<file path="config.mk">
export PLATFORM = sky130hd
export DESIGN_NAME = regfile_param
export DESIGN_NICKNAME = d
export VERILOG_FILES = /design/src/rtl/regfile_param.sv
export SDC_FILE = /design/constraint.sdc
export NUM_CORES = 1
export LEC_CHECK = 0
export BUFFER_PORTS_ARGS = -buffer_cell sky130_fd_sc_hd__buf_4
export CORE_UTILIZATION = 35
export DETAILED_ROUTE_END_ITERATION = 10
export GPL_ROUTABILITY_DRIVEN = 1
export PLACE_DENSITY_LB_ADDON = 0.12
export SKIP_CTS_REPAIR_TIMING = 1
export SLEW_MARGIN = 15
export SYNTH_ARGS = -nofsm -noshare
export SYNTH_HDL_FRONTEND = slang
export SYNTH_SLANG_ARGS = --single-unit
</file>
<file path="constraint.sdc">
create_clock -name clk -period 6.9 [get_ports clk]
set_clock_uncertainty 0.2 [all_clocks]
set_input_delay 0.345 -clock clk [delete_from_list [all_inputs] [get_ports clk]]
set_output_delay 0.345 -clock clk [all_outputs]
set_load 0.1 [all_outputs]
</file>
<file path="src/rtl/regfile_param.sv">
// Parametrised register file: one synchronous write port, two combinational read ports
// with optional write bypass and zero register, plus a handshaked register dump engine.
module regfile_param #(
  parameter int unsigned DATA_W   = 16,
  parameter int unsigned ADDR_W   = 3,
  parameter int unsigned ZERO_REG = 0,
  parameter int unsigned BYPASS   = 1
) (
  input  logic              clk,
  input  logic              rst,
  input  logic              we,
  input  logic [ADDR_W-1:0] waddr,
  input  logic [DATA_W-1:0] wdata,
  input  logic [ADDR_W-1:0] raddr1,
  output logic [DATA_W-1:0] rdata1,
  input  logic [ADDR_W-1:0] raddr2,
  output logic [DATA_W-1:0] rdata2,
  input  logic              dump_start,
  output logic              dump_busy,
  output logic              dump_valid,
  input  logic              dump_ready,
  output logic [ADDR_W-1:0] dump_addr,
  output logic [DATA_W-1:0] dump_data,
  output logic              dump_done
);

  localparam int unsigned       DEPTH     = 32'd1 << ADDR_W;
  localparam logic [ADDR_W-1:0] LAST_ADDR = ADDR_W'(DEPTH - 1);

  localparam logic [1:0] S_IDLE = 2'd0;
  localparam logic [1:0] S_SCAN = 2'd1;
  localparam logic [1:0] S_DONE = 2'd2;

  logic [DATA_W-1:0] reg_q [DEPTH];
  logic              wr_en_c;

  logic [1:0]        state_q, state_d;
  logic [ADDR_W-1:0] dump_addr_q, dump_addr_d;
  logic [DATA_W-1:0] dump_data_q, dump_data_d;
  logic              dump_valid_q, dump_valid_d;
  logic              dump_busy_q, dump_busy_d;
  logic              dump_done_q, dump_done_d;

  logic [ADDR_W-1:0] load_idx_c;
  logic [DATA_W-1:0] load_val_c;

  // Writes to the hardwired zero register are dropped before they reach storage or bypass.
  assign wr_en_c = we && !((ZERO_REG != 0) && (waddr == '0));

  always_ff @(posedge clk or posedge rst) begin
    if (rst) begin
      for (int unsigned i = 0; i < DEPTH; i++) begin
        reg_q[i] <= '0;
      end
    end else if (wr_en_c) begin
      reg_q[waddr] <= wdata;
    end
  end

  always_comb begin
    rdata1 = reg_q[raddr1];
    if ((BYPASS != 0) && wr_en_c && (raddr1 == waddr)) begin
      rdata1 = wdata;
    end
    if (rst || ((ZERO_REG != 0) && (raddr1 == '0))) begin
      rdata1 = '0;
    end
  end

  always_comb begin
    rdata2 = reg_q[raddr2];
    if ((BYPASS != 0) && wr_en_c && (raddr2 == waddr)) begin
      rdata2 = wdata;
    end
    if (rst || ((ZERO_REG != 0) && (raddr2 == '0))) begin
      rdata2 = '0;
    end
  end

  // Value a beat captures on load: post-edge register contents, so a same-cycle write is included.
  always_comb begin
    load_idx_c = (state_q == S_SCAN) ? (dump_addr_q + ADDR_W'(1)) : '0;
    load_val_c = reg_q[load_idx_c];
    if (wr_en_c && (waddr == load_idx_c)) begin
      load_val_c = wdata;
    end
    if ((ZERO_REG != 0) && (load_idx_c == '0)) begin
      load_val_c = '0;
    end
  end

  always_comb begin
    state_d     = state_q;
    dump_addr_d = dump_addr_q;
    dump_data_d = dump_data_q;
    case (state_q)
      S_IDLE: begin
        if (dump_start) begin
          state_d     = S_SCAN;
          dump_addr_d = '0;
          dump_data_d = load_val_c;
        end
      end
      S_SCAN: begin
        if (dump_ready) begin
          if (dump_addr_q == LAST_ADDR) begin
            state_d = S_DONE;
          end else begin
            dump_addr_d = load_idx_c;
            dump_data_d = load_val_c;
          end
        end
      end
      S_DONE: begin
        state_d = S_IDLE;
      end
      default: begin
        state_d = S_IDLE;
      end
    endcase
    dump_valid_d = (state_d == S_SCAN);
    dump_busy_d  = (state_d != S_IDLE);
    dump_done_d  = (state_d == S_DONE);
  end

  always_ff @(posedge clk or posedge rst) begin
    if (rst) begin
      state_q      <= S_IDLE;
      dump_addr_q  <= '0;
      dump_data_q  <= '0;
      dump_valid_q <= 1'b0;
      dump_busy_q  <= 1'b0;
      dump_done_q  <= 1'b0;
    end else begin
      state_q      <= state_d;
      dump_addr_q  <= dump_addr_d;
      dump_data_q  <= dump_data_d;
      dump_valid_q <= dump_valid_d;
      dump_busy_q  <= dump_busy_d;
      dump_done_q  <= dump_done_d;
    end
  end

  assign dump_addr  = dump_addr_q;
  assign dump_data  = dump_data_q;
  assign dump_valid = dump_valid_q;
  assign dump_busy  = dump_busy_q;
  assign dump_done  = dump_done_q;

endmodule

</file>
==> results.json <==
{
  "dp.cells": 1091,
  "antenna_cells": 0,
  "viasPerCell": 5.932,
  "routedWlPerCell_um": 26.02,
  "cts_buffer_depth": 2,
  "drcViolationCount": 7,
  "setup_slack_ps": 3550,
  "worstMarginPinSlew_ps": 1196,
  "drtIter0Drc": 470,
  "syn_area_um2": 9419,
  "avgSynthCellArea_um2": 12.76,
  "rsz0062_at_grt": "no",
  "die-area_um2": 27570,
  "synth_nets": 770,
  "cp.required_ps": 6360,
  "cp-end-kind": "output port",
  "grt_max_degree": 85,
  "status": "complete, but fails checks",
  "final_max_slew_viol_count": 0,
  "max_freq_mhz": 298.5,
  "path_common_cell": "buf_4",
  "final_cells": 1126,
  "die_h_um": 166.0,
  "cpLargestDelayFamily": "buffers and inverters",
  "layout-drive-gt1-share_pct": 45.89,
  "critPathMaxFanout": 33,
  "setup_viol": 0,
  "path_cells": "buf_4 > xnor2_1 > nand4_1 > buf_4 > a211oi_1 > buf_4",
  "failed_checks": "design-rule violations",
  "gp_congestion": 0.8024,
  "area_growth_pct": 16.25,
  "die_x_um": 166.0,
  "power_leakage_nw": 4.492,
  "cts_made_buffers": 17,
  "nets": 810,
  "arrival_ps": 2800,
  "power_density_nw_per_um2": 453.4,
  "io_buffer_count": 83,
  "track_usage_pct": 21.87,
  "firstDrtPassIters": 7,
  "ys_ff_latch": 152,
  "worstSkewPairLatency_ps": 430,
  "rows": 59,
  "cpPeakStageDelay_ps": 610,
  "htreeDepth": 4,
  "yosysTopAreaCell": "dfrtp_1",
  "vias": 6679,
  "post-place-ws_ps": 3506,
  "totalPowerFinal_w": 0.004965,
  "period_needed_ps": 3350,
  "postRouteAntennaNets": 0,
  "grt_pass1_wl_mm": 44.35,
  "synth_edf_count": 0,
  "start_util_pct": 35.94,
  "seq_area_frac_synth_pct": 40.38,
  "hold_viol": 0,
  "min_period_over_period_pct": 48.55,
  "cpMaxStageDelayCell": "nand4_1",
  "synth_async_sr_flop_share_pct": 100.0,
  "synthTopCellsByCount": "dfrtp_1, mux2_2, nor2_1",
  "relSlewSlack_pct": 20.25,
  "nFillCells": 2410,
  "io_pins": 84,
  "tns_ps": 0,
  "synth.most_common_cell": "dfrtp_1",
  "numClockSinks": 152,
  "cts_tree": "done",
  "hold_path.class": "input port to flop",
  "dp_hpwl_mm": 16.74,
  "crit_buf_inv": 3,
  "clk_pin_slew_ps": 60,
  "overflow": 0,
  "netlist_instances": 738,
  "ctsRootBufferMaster": "clkbuf_16",
  "synth_area_leaders": "dfrtp_1, mux2_2, mux4_2, mux2i_1, a221oi_1",
  "path_class": "input port to output port",
  "core_um2": 26210,
  "synth_cell_types": 44,
  "yosysWarnings": 0,
  "wl_mm": 29.30,
  "cp-start-kind": "input port",
  "vdd_drop_max_mv": 0.3291,
  "grt_pass1_vias": 6895,
  "antenna_found_initial": 0,
  "cap_violations": 0,
  "yosysTopAreaCellShare_pct": 40.38,
  "synthFlopType": "dfrtp_1"
}
==> cell usage in the layout (no fill, tap or decap), types with 2 or more instances in the layout <==
cell type	count
and3_1	2
nor3_2	2
a311oi_1	2
a21oi_1	2
ha_1	2
o21ai_0	3
nand4_1	4
clkbuf_8	3
nor3b_2	2
nand3b_1	2
nand2_2	2
inv_6	2
mux2_2	144
o2bb2ai_1	2
o221ai_1	5
inv_1	2
a221oi_1	30
dlygate4sd3_1	2
xnor2_1	6
mux4_2	64
buf_4	98
clkinvlp_4	3
nand2_1	32
nor2_1	68
mux2i_1	62
nand4b_1	3
o221ai_2	10
nand2b_1	4
a211oi_1	34
clkbuf_16	17
dfrtp_1	151
bufinv_16	6
==> registers in the layout (all words and copies together) (netlist names) <==
register / cells
dump_data: 16
dump_addr: 3
dump_busy: 1
reg_q: 128
state_q: 2
dump_done: 1
dump_valid: 1
==> routing by layer <==
layer | vias to the layer above | wire length [um] | global-route usage [%]
li1 | 2934 | - | -
met4 | 0 | 606 | 7.761
met1 | 3497 | 13130 | 29.78
met5 | - | 0 | 0
met2 | 208 | 14050 | 35.02
met3 | 40 | 1517 | 3.885
==> worst paths after layout <==
| path | startpoint | endpoint | slack, ps | cells after the start |
|---|---|---|---|---|
| max | raddr2[0] | rdata2[7] | 3550 | 6 |
| min | wdata[9] | reg_q[73] | 40 | 2 |
| max reg2reg | dump_addr[1] | dump_data[15] | 3620 | 5 |
| min reg2reg | dump_data[4] | dump_data[4] | 310 | 2 |
| max in group asynchronous | rst | reg_q[19] | 4900 | 3 |
| min in group asynchronous | rst | reg_q[52] | 130 | 2 |
==> metrics by stage <==
step | instance area (um^2) | utilization (%) | hold WS [ps]
after global placement | 10220 | 38.98 | 291.1
after floorplan | 9419 | - | 252.7
final | 10950 | 41.78 | 38.95
after global routing | 10950 | 41.78 | 43.32
after CTS | 10910 | 41.63 | -58.99
after detailed placement | 10220 | 39.01 | 289.8
==> layout make-up <==
type | instances | area, um^2 | share of cell area [%]
Sequential cell | 152 | 3805 | 34.75
Clock buffer | 21 | 470.5 | 4.297
Multi-Input combinational cell | 503 | 5246 | 47.91
Tap cell | 335 | 419.2 | 3.828
Inverter | 3 | 16.27 | 0.1486
Timing Repair Buffer | 101 | 775.7 | 7.085
Clock inverter | 11 | 216.5 | 1.977
==> power breakdown <==
part           switching, W  internal, W  leakage, nW
registers          0.000213      0.00112         1.83
clock network      0.000389     0.000709        0.326
logic               0.00161     0.000926         2.34
==> logic make-up after synthesis <==
| family | count (synthesis) | share of synthesized area [%] |
|---|---|---|
| AO/OA/AOI/OAI | 98 | 9.245 |
| XOR/XNOR | 6 | 0.5579 |
| adder cells (fa/ha/maj) | 2 | 0.2656 |
| buffers and inverters | 83 | 4.198 |
| flip-flops | 152 | 40.38 |
| multiplexers | 270 | 39.11 |
| AND/OR/NAND/NOR | 127 | 6.243 |
(Power assumes the default switching activity.)
